**config.mk**
```make
export PLATFORM = sky130hd
export DESIGN_NAME = fetch_stage_flat
export DESIGN_NICKNAME = d
export VERILOG_FILES = /design/src/rtl/mips_pkg.sv /design/src/rtl/fetch_stage_if.sv /design/src/rtl/flopenrc.sv /design/src/rtl/fetch_stage.sv /design/src/flat_wrapper.sv
export SDC_FILE = /design/constraint.sdc
export NUM_CORES = 1
export LEC_CHECK = 0
export BUFFER_PORTS_ARGS = -buffer_cell sky130_fd_sc_hd__buf_2
export CAP_MARGIN = 40
export CORE_UTILIZATION = 30
export DETAILED_ROUTE_END_ITERATION = 8
export PLACE_DENSITY_LB_ADDON = 0.25
export SLEW_MARGIN = 10
export SYNTH_ARGS = -nofsm -noshare
export SYNTH_HDL_FRONTEND = slang
export SYNTH_SLANG_ARGS = --single-unit
```
**constraint.sdc**
```tcl
create_clock -name clk -period 3.1 [get_ports clk]
set_input_delay 0.155 -clock clk [delete_from_list [all_inputs] [get_ports clk]]
set_output_delay 0.155 -clock clk [all_outputs]
set_load 0.02 [all_outputs]
```
**src/rtl/mips_pkg.sv**
```systemverilog
// Shared MIPS pipeline constants and fetch-stage control types.
// Imported by the fetch stage, its pipeline flops and the bus interface.
package mips_pkg;

    localparam logic [31:0] DEFAULT_RESET_PC = 32'h0000_0000;
    localparam logic [31:0] NOP_INSTR        = 32'h0000_0000;
    localparam logic [31:0] PC_INC           = 32'd4;

    localparam int unsigned OP_MSB    = 31;
    localparam int unsigned OP_LSB    = 26;
    localparam int unsigned FUNCT_MSB = 5;
    localparam int unsigned FUNCT_LSB = 0;

    localparam int unsigned CNT_WIDTH = 32;

    // Action taken by the IF/ID register on a given edge (reset is handled by the flops).
    typedef enum logic [1:0] {
        IFID_CAPTURE = 2'b00,
        IFID_HOLD    = 2'b01,
        IFID_FLUSH   = 2'b10
    } ifid_action_e;

    // Source of the next fetch PC.
    typedef enum logic [1:0] {
        NPC_INC      = 2'b00,
        NPC_HOLD     = 2'b01,
        NPC_REDIRECT = 2'b10
    } npc_sel_e;

endpackage : mips_pkg

```
**src/rtl/fetch_stage_if.sv**
```systemverilog
// Fetch-stage bus: imem address/data, hazard/branch controls in, Decode-side outputs.
// master = the fetch stage itself, slave = the surrounding pipeline and memory.
interface fetch_stage_if #(
    parameter int WIDTH = 32
);
    import mips_pkg::*;

    logic [WIDTH-1:0]     instr_i;
    logic                 stall;
    logic                 redirect;
    logic [WIDTH-1:0]     redirect_target;
    logic [WIDTH-1:0]     pcF;
    logic [WIDTH-1:0]     instrD;
    logic [WIDTH-1:0]     pcplus4D;
    logic [5:0]           opD;
    logic [5:0]           functD;
    logic                 validD;
    logic [CNT_WIDTH-1:0] fetch_cnt;

    modport master (
        input  instr_i, stall, redirect, redirect_target,
        output pcF, instrD, pcplus4D, opD, functD, validD, fetch_cnt
    );

    modport slave (
        output instr_i, stall, redirect, redirect_target,
        input  pcF, instrD, pcplus4D, opD, functD, validD, fetch_cnt
    );

endinterface : fetch_stage_if

```
**src/rtl/flopenrc.sv**
```systemverilog
// Parameterised register with synchronous reset, active-high enable and synchronous clear.
// Priority: reset > enable-low hold > clear > load.
module flopenrc #(
    parameter int               WIDTH     = 32,
    parameter logic [WIDTH-1:0] RESET_VAL = '0
) (
    input  logic             clk,
    input  logic             reset,
    input  logic             en,
    input  logic             clr,
    input  logic [WIDTH-1:0] d,
    output logic [WIDTH-1:0] q
);

    logic [WIDTH-1:0] q_d;
    logic [WIDTH-1:0] q_q;

    // NOTE: q_d is given its hold value first so every path assigns it and no latch is inferred.
    always_comb begin
        q_d = q_q;
        if (en) begin
            q_d = clr ? '0 : d;
        end
    end

    // NOTE: state is updated with non-blocking assignments so all flops sample pre-edge values.
    always_ff @(posedge clk) begin
        if (reset) begin
            q_q <= RESET_VAL;
        end else begin
            q_q <= q_d;
        end
    end

    assign q = q_q;

endmodule : flopenrc

```
**src/rtl/fetch_stage.sv**
```systemverilog
// MIPS instruction-fetch stage with the IF/ID pipeline register.
// Holds the PC, applies Decode-resolved redirects and counts accepted instructions.
module fetch_stage
    import mips_pkg::*;
#(
    parameter int               WIDTH    = 32,
    parameter logic [WIDTH-1:0] RESET_PC = WIDTH'(DEFAULT_RESET_PC)
) (
    input  logic          clk,
    input  logic          reset,
    fetch_stage_if.master bus
);

    logic [WIDTH-1:0]     pc;
    logic [WIDTH-1:0]     pcplus4F;
    logic [WIDTH-1:0]     redirect_pc;
    logic [WIDTH-1:0]     pc_next;
    npc_sel_e             npc_sel;
    ifid_action_e         ifid_action;
    logic                 ifid_en;
    logic                 ifid_clr;
    logic [WIDTH-1:0]     instr_d;
    logic [WIDTH-1:0]     pcplus4_d;
    logic [WIDTH-1:0]     instr_q;
    logic [WIDTH-1:0]     pcplus4_q;
    logic                 valid_q;
    logic [CNT_WIDTH-1:0] fetch_cnt_d;
    logic [CNT_WIDTH-1:0] fetch_cnt_q;

    assign pcplus4F    = pc + WIDTH'(PC_INC);
    assign redirect_pc = {bus.redirect_target[WIDTH-1:2], 2'b00};

    // Stall outranks redirect: the branch stays in Decode and re-asserts redirect later.
    always_comb begin
        npc_sel     = NPC_INC;
        ifid_action = IFID_CAPTURE;
        if (bus.stall) begin
            npc_sel     = NPC_HOLD;
            ifid_action = IFID_HOLD;
        end else if (bus.redirect) begin
            npc_sel     = NPC_REDIRECT;
            ifid_action = IFID_FLUSH;
        end
    end

    always_comb begin
        pc_next = pcplus4F;
        case (npc_sel)
            NPC_REDIRECT: pc_next = redirect_pc;
            NPC_HOLD:     pc_next = pc;
            default:      pc_next = pcplus4F;
        endcase
    end

    assign ifid_en   = (ifid_action != IFID_HOLD);
    assign ifid_clr  = (ifid_action == IFID_FLUSH);
    assign instr_d   = bus.instr_i;
    assign pcplus4_d = pcplus4F;

    flopenrc #(.WIDTH(WIDTH), .RESET_VAL(RESET_PC)) u_pc_reg (
        .clk   (clk),
        .reset (reset),
        .en    (npc_sel != NPC_HOLD),
        .clr   (1'b0),
        .d     (pc_next),
        .q     (pc)
    );

    // A flush loads zero, which decodes as sll $0,$0,0 (a NOP).
    flopenrc #(.WIDTH(WIDTH), .RESET_VAL(WIDTH'(NOP_INSTR))) u_instr_reg (
        .clk   (clk),
        .reset (reset),
        .en    (ifid_en),
        .clr   (ifid_clr),
        .d     (instr_d),
        .q     (instr_q)
    );

    flopenrc #(.WIDTH(WIDTH), .RESET_VAL('0)) u_pcplus4_reg (
        .clk   (clk),
        .reset (reset),
        .en    (ifid_en),
        .clr   (ifid_clr),
        .d     (pcplus4_d),
        .q     (pcplus4_q)
    );

    flopenrc #(.WIDTH(1), .RESET_VAL(1'b0)) u_valid_reg (
        .clk   (clk),
        .reset (reset),
        .en    (ifid_en),
        .clr   (ifid_clr),
        .d     (1'b1),
        .q     (valid_q)
    );

    always_comb begin
        fetch_cnt_d = fetch_cnt_q;
        if (ifid_action == IFID_CAPTURE) begin
            fetch_cnt_d = fetch_cnt_q + CNT_WIDTH'(1);
        end
    end

    always_ff @(posedge clk) begin
        if (reset) begin
            fetch_cnt_q <= '0;
        end else begin
            fetch_cnt_q <= fetch_cnt_d;
        end
    end

    assign bus.pcF       = pc;
    assign bus.instrD    = instr_q;
    assign bus.pcplus4D  = pcplus4_q;
    assign bus.opD       = instr_q[OP_MSB:OP_LSB];
    assign bus.functD    = instr_q[FUNCT_MSB:FUNCT_LSB];
    assign bus.validD    = valid_q;
    assign bus.fetch_cnt = fetch_cnt_q;

endmodule : fetch_stage
```
**src/flat_wrapper.sv**
```systemverilog
// flat-port wrapper written by rule: the top's interface ports become plain ports
module fetch_stage_flat import mips_pkg::*;
#(
    parameter int               WIDTH    = 32,
    parameter logic [WIDTH-1:0] RESET_PC = WIDTH'(DEFAULT_RESET_PC)
)
  (clk, reset, bus_instr_i, bus_stall, bus_redirect, bus_redirect_target, bus_pcF, bus_instrD, bus_pcplus4D, bus_opD, bus_functD, bus_validD, bus_fetch_cnt);
  fetch_stage_if #(.WIDTH(WIDTH)) bus_i ();
  input  logic clk;
  input  logic reset;
  input wire logic [$bits(bus_i.instr_i)-1:0] bus_instr_i;
  input wire logic [$bits(bus_i.stall)-1:0] bus_stall;
  input wire logic [$bits(bus_i.redirect)-1:0] bus_redirect;
  input wire logic [$bits(bus_i.redirect_target)-1:0] bus_redirect_target;
  output wire logic [$bits(bus_i.pcF)-1:0] bus_pcF;
  output wire logic [$bits(bus_i.instrD)-1:0] bus_instrD;
  output wire logic [$bits(bus_i.pcplus4D)-1:0] bus_pcplus4D;
  output wire logic [$bits(bus_i.opD)-1:0] bus_opD;
  output wire logic [$bits(bus_i.functD)-1:0] bus_functD;
  output wire logic [$bits(bus_i.validD)-1:0] bus_validD;
  output wire logic [$bits(bus_i.fetch_cnt)-1:0] bus_fetch_cnt;
  assign bus_i.instr_i = bus_instr_i;
  assign bus_i.stall = bus_stall;
  assign bus_i.redirect = bus_redirect;
  assign bus_i.redirect_target = bus_redirect_target;
  assign bus_pcF = bus_i.pcF;
  assign bus_instrD = bus_i.instrD;
  assign bus_pcplus4D = bus_i.pcplus4D;
  assign bus_opD = bus_i.opD;
  assign bus_functD = bus_i.functD;
  assign bus_validD = bus_i.validD;
  assign bus_fetch_cnt = bus_i.fetch_cnt;
  fetch_stage #(.WIDTH(WIDTH), .RESET_PC(RESET_PC)) u_core (.clk(clk), .reset(reset), .bus(bus_i));
endmodule
```
==> results of run 1 <==
-- flip-flops by register name, indices dropped and copies added (netlist names) --
register                count
u_core.bus.fetch_cnt       32
u_core.u_instr_reg.q       32
u_core.u_pcplus4_reg.q     31
u_core.u_pc_reg.q          30
u_core.u_valid_reg.q        1
-- synthesized netlist by cell type (12+ instances only) --
| cell | count | area, µm² |
|---|---|---|
| clkbuf_1 | 41 | 153.9 |
| buf_4 | 15 | 112.6 |
| xor2_1 | 24 | 210.2 |
| nand3_1 | 24 | 120.1 |
| nor3_1 | 12 | 60.06 |
| nand4_1 | 19 | 118.9 |
| o21ai_0 | 35 | 175.2 |
| a21oi_1 | 31 | 155.2 |
| xnor2_1 | 33 | 289.0 |
| dfxtp_1 | 126 | 2522 |
| nand2_1 | 58 | 217.7 |
| a22oi_1 | 51 | 382.9 |
| nor4_1 | 13 | 81.33 |
| nor2_1 | 106 | 397.9 |
-- power groups by stage --
stage / sequential [mW] / combinational [mW] / clock [mW]
after global placement: 1.76 / 0.372 / 0
final: 1.72 / 0.408 / 2.04
after detailed placement: 1.76 / 0.377 / 0
after CTS: 1.72 / 0.408 / 2.10
after floorplan: 1.79 / 0.195 / 0
after global routing: 1.73 / 0.446 / 2.18
-- stage by stage --
stage | utilization (%) | total power [mW] | hold slack [ns] | instance area, µm²
2_1_floorplan | - | 1.989 | 0.2991 | 5863
3_3_place_gp | 36.69 | 2.128 | 0.3826 | 6932
3_5_place_dp | 36.83 | 2.134 | 0.3947 | 6959
4_1_cts | 41.75 | 4.230 | 0.003792 | 7888
5_1_grt | 41.75 | 4.354 | 0.005465 | 7888
6_report | 41.76 | 4.170 | 0.02879 | 7890
-- layout by cell type (no fill, tap or decap), types with 31 or more instances in the layout --
cell type and n:
nor2_1 105, dlygate4sd3_1 32, dfxtp_1 126, buf_2 202, o21ai_0 35, xnor2_1 33, a22oi_1 51, nand2_1 58
a21oi_1 31
-- path summary, 6_finish.rpt --
check	start	endpoint	slack, ns	cells after the start
setup / recovery	u_core.u_pc_reg.q[2]	u_core.u_pc_reg.q[22]	0.65	6
hold reg to reg	u_core.u_pcplus4_reg.q[19]	u_core.u_pcplus4_reg.q[19]	0.45	2
hold / removal	bus_instr_i[11]	u_core.u_instr_reg.q[11]	0.03	3
setup reg to reg	u_core.u_pc_reg.q[2]	u_core.u_pc_reg.q[22]	0.65	6
-- cell families after synthesis --
| group | count (synthesis) | synth area share, % |
|---|---|---|
| AND/OR/NAND/NOR | 282 | 24.00 |
| multiplexers | 6 | 1.025 |
| adder cells (fa/ha/maj) | 2 | 0.4270 |
| flip-flops | 126 | 43.05 |
| other | 1 | 0.06400 |
| XOR/XNOR | 57 | 8.520 |
| buffers and inverters | 84 | 6.940 |
| AO/OA/AOI/OAI | 146 | 15.97 |
-- layer usage --
metal / global-route usage, % / vias to the layer above
li1: - / 2838
met1: 23.51 / 2659
met2: 28.18 / 188
met3: 5.332 / 22
met4: 7.470 / 0
met5: 0 / -
-- worst register-to-register path: cells and delay by family (launching register included) --
| kind | cells | cell delay [ns] |
|---|---|---|
| and+or+nand+nor | 2 | 0.77 |
| AOI/OAI and AO/OA | 3 | 0.71 |
| DFF | 1 | 0.44 |
| adders and majority gates | 1 | 0.38 |
-- repair_timing --
| action | CTS | global route |
|---|---|---|
| setup endpoints to repair | 0 | 0 |
| hold endpoints to repair | 32 | 0 |
| hold buffers | 32 | 0 |
-- final cells by class --
type,instances,area share (%)
Antenna cell,1,0.03172
Tap cell,260,4.123
Timing Repair Buffer,248,18.36
Clock buffer,18,5.566
Inverter,11,0.5233
Multi-Input combinational cell,495,37.28
Sequential cell,126,31.97
Clock inverter,14,2.141
==> impl_metrics.tcl, run 1 <==
set metrics [dict create \
    status "finished, final reports clean" \
    wl_met3_mm 1.165 \
    regArea_um2 2522 \
    multi_input_area_um2 2942 \
    path_cells "ha_1 > nand2_1 > or4_1 > o41a_1 > o21ai_0 > o21ai_0" \
    vias 5707 \
    hold_viol_final 0 \
    clock_sinks 126 \
    drt_wl_total_mm 17.81 \
    avgSynthCellArea_um2 8.323 \
    clock_latency_ns 0.42 \
    path_max_fanout 8 \
    leakagePower_nw 3.323 \
    path_class "reg -> reg" \
    num-nets-final 969 \
    yosysUniqueCellTypes 56 \
    ctsResizeCount 0 \
    fmax_ghz 0.4087 \
    ys_ff_latch 126 \
    dieHeight_um 141.8 \
    drv_slew 0 \
    crit_arrival_ns 2.72 \
    final.period_utilization_pct 78.92 \
    cts_tree "done" \
    worst_slew_pin_slew_ns 0.7302 \
    final_cells 1173 \
    clk_pin_slew_worst_paths_ns 0.06 \
    post-cts-setup-buffers 0 \
    swShare_pct 25.30 \
    first_global_vias 5330 \
    crit_path_end_kind "flop" \
    hpwl_mm 11.96 \
    ys_seq_area_share_pct 43.05 \
    pwr-share-comb_pct 9.8 \
    post-place-ws_ns 0.6933 \
    crit_family "simple AND/OR/NAND/NOR gates" \
    critPathMaxStageDelay_ns 0.60 \
    async_flop_share_pct 0 \
    antenna_found_initial 0 \
    ir_drop_uv 355.7 \
    synthCells 704 \
    pwr-share-clk_pct 48.9 \
    fillers 1926 \
    power_frac_seq_pct 41.3 \
    drv_cap 0 \
    core-area_um2 18890 \
    hp-class "in -> reg" \
    slew_headroom_pct 50.87 \
    start_util_pct 31.01 \
    crit_slowest_cell "or4_1" \
    grt_pass1_wl_mm 28.34 \
    drive_above_1_share_pct 29.17 \
    die_area_um2 20090 \
    ys_warn_count 0 \
    cp_num_buf_inv 0 \
    cts_root_buf "clkbuf_16" \
    period_needed_ns 2.447 \
    routabilityCongestion 0.7810 \
    grt_max_degree 55 \
    top_layer "met4" \
    numPortBuffers 204 \
    p_sw_mw 1.055 \
    powerDensity_nw_per_um2 528.5 \
    setup_viol 0 \
    place_inst 1108 \
    track_usage_pct 18.17 \
    area_growth_syn_to_layout_pct 34.66 \
    cts.htree.levels 4 \
    antenna_left 0 \
    setup_slack_ns 0.6534 \
    cts_buffer_depth 2 \
    drc 0 \
    cts_buffers 17 \
    synth_flop_cell "dfxtp_1" \
    p_int_mw 3.115 \
    overflow 0 \
    clock_skew_ns 0.009876 \
    io_pins 209 \
    met1_length_mm 8.395 \
    avgViaCountPerCell 4.865 \
    row_count 50 \
    first_iter_violations 301 \
    drtPass1Iterations 4 \
    setup_tns_ns 0 \
    start_kind "flop" \
    wl_met2_mm 7.934 \
    die_x_um 141.8 \
    cp_common_cell "o21ai_0" \
    critical_path_required_ns 3.37 \
    syn_area_um2 5859 \
    post_drt_wl_per_cell_um 15.18 \
    rsz0062_at_grt "false" \
    synth_edf_count 0 \
]
Note: power is estimated with default switching activity, not from simulation.
==> run 2, diff against run 1 <==
Settings changed: ABC_AREA set to 1.
Clock period 3.1 ns to 2.3 ns, I/O delays scaled along.
==> run 2 against run 1 <==
First-iteration DRC count down 20%; core utilization rose by 0.59 points; sequential share of layout area down 0.55 points; synthesized cell count rose by 24%; global-route usage rose by 0.090 points; combinational power is 24% higher; flip-flop and latch count did not move; register-to-register slack got worse by 0.04 ns; worst hold slack got worse by 0.018 ns; power rose by 33%; via count rose by 8.1%; critical path type unchanged.
==> impl_metrics.tcl, run 2 <==
set metrics [dict create \
    yosysTopAreaCellShare_pct 42.95 \
    die_area_um2 20140 \
    n_antenna_cell 0 \
    final_cells 1368 \
    path_class "reg -> reg" \
    io_pins 209 \
    clk_pin_slew_worst_paths_ns 0.06 \
    clock_sinks 126 \
    synthCells 873 \
    drv_slew 0 \
    clock_skew_ns 0.007962 \
    synth-compound-area-share_pct 12.27 \
    place_inst 1296 \
    cts_root_buf "clkbuf_16" \
    crit_path_end_kind "flop" \
    crit_arrival_ns 2.04 \
    row_count 50 \
    ir_drop_uv 498.0 \
    cts.htree.levels 4 \
    track_usage_pct 18.26 \
    drt_wl_total_mm 18.12 \
    status "finished, final reports clean" \
    yosysTopAreaCell "dfxtp_1" \
    slew_headroom_pct 45.42 \
    area_growth_syn_to_layout_pct 36.69 \
    setup_tns_ns 0 \
    synth_top_family_by_area "simple AND/OR/NAND/NOR gates" \
    ys_seq_area_share_pct 42.95 \
    vias 6171 \
    final_cell_area_um2 8028 \
    final.period_utilization_pct 73.26 \
    yosys-top-cells-count "nand2_1 (274), dfxtp_1 (126), a21oi_1 (96), nor2_1 (87), inv_1 (82)" \
    synthMuxAreaShare_pct 0 \
    setup_slack_ns 0.6151 \
    synthAdderAreaFrac_pct 0.4261 \
    whs_ns 0.01049 \
    clock_latency_ns 0.42 \
    cts_tree "done" \
    synth-simple-area-share_pct 32.85 \
    num-nets-final 1165 \
    synth_xor_area_share_pct 1.790 \
    post_drt_wl_per_cell_um 13.25 \
    leakagePower_nw 3.463 \
    ys_ff_latch 126 \
    dieHeight_um 141.9 \
    fmax_ghz 0.5935 \
    hold_viol_final 0 \
    synth.area.top_cells "dfxtp_1 (43%), nand2_1 (18%), a21oi_1 (8.2%)" \
    synth_flop_cell "dfxtp_1" \
    antenna_left 0 \
    overflow 0 \
    grt_pass1_wl_mm 28.92 \
    total_power_mw 5.534 \
    dpl-instance-area_um2 7036 \
    antenna_found_initial 0 \
    grt_max_degree 110 \
    drv_cap 0 \
    ctsResizeCount 0 \
    routabilityCongestion 0.8299 \
    cts_buffers 17 \
    start_kind "flop" \
    setup_viol 0 \
    synth_edf_count 0 \
    synth_most_common_cell "nand2_1" \
    core-area_um2 18960 \
    ys_warn_count 0 \
    period_needed_ns 1.685 \
    first_iter_violations 242 \
    powerDensity_nw_per_um2 689.4 \
    post-place-ws_ns 0.6322 \
    syn_area_um2 5873 \
    cts_buffer_depth 2 \
    worst_slew_pin_slew_ns 0.8186 \
    first_global_vias 5761 \
    final_common_cell "nand2_1" \
    drive_above_1_share_pct 23.65 \
    async_flop_share_pct 0 \
    final_cell_mix "nand2_1 (274), buf_2 (203), dfxtp_1 (126)" \
    drc 0 \
    start_util_pct 30.98 \
    drtPass1Iterations 5 \
    final_core_util_pct 42.35 \
    avgSynthCellArea_um2 6.728 \
    critical_path_required_ns 2.66 \
    numPortBuffers 204 \
    rsz0062_at_grt "false" \
    path_max_fanout 6 \
    die_x_um 141.9 \
    hp-class "in -> reg" \
    avgViaCountPerCell 4.511 \
    hpwl_mm 12.61 \
    yosysUniqueCellTypes 33 \
]
-- run 2: cell type report --
cell class,count,area [µm²]
Fill cell,2038,10930
Multi-Input combinational cell,616,2788
Clock buffer,21,450.4
Sequential cell,126,2522
Tap cell,260,325.3
Inverter,83,311.5
Timing Repair Buffer,251,1489
Clock inverter,11,141.4
-- run 2: worst paths after layout --
path,start,endpoint,cells after the start,slack [ns]
max,u_core.bus.fetch_cnt[0],u_core.bus.fetch_cnt[26],9,0.62
max reg2reg,u_core.bus.fetch_cnt[0],u_core.bus.fetch_cnt[26],9,0.62
min,bus_redirect_target[2],u_core.u_pc_reg.q[2],5,0.01
min reg2reg,u_core.u_pcplus4_reg.q[7],u_core.u_pcplus4_reg.q[7],2,0.45
-- run 2: cells by family after synthesis --
family | after synthesis
and+or+nand+nor | 460
buffers and inverters | 132
DFF | 126
adders and majority gates | 2
AOI/OAI and AO/OA | 140
xor gates and xnor gates | 12
other | 1
-- run 2: where the power goes --
part / switching [mW] / leakage, nW / internal (mW)
registers: 0.0541 / 1.02 / 2.24
clock network: 1.01 / 0.283 / 1.73
logic: 0.309 / 2.16 / 0.196
-- run 2: routing by layer --
layer	part of all wire, %	GRT usage, %	up-vias
met2	48	31.27	172
met3	5.6	4.286	21
met1	44	22.16	2768
li1	-	-	3210
met5	0	0	-
met4	1.8	6.848	0
-- run 2: worst max-delay path: stages (launching register included) --
cell and delay, ns:
dfxtp_1 0.39, ha_1 0.21, nand2_1 0.08, nor2_1 0.27
nand2_2 0.15, nor2_4 0.20, nand3_1 0.11, nand2_1 0.07
nand2_1 0.04, nor2_1 0.09
-- run 2: what timing repair did --
action                    in CTS  in global routing
buffers inserted               0                  0
hold buffers                  40                  0
hold endpoints to repair      40                  0
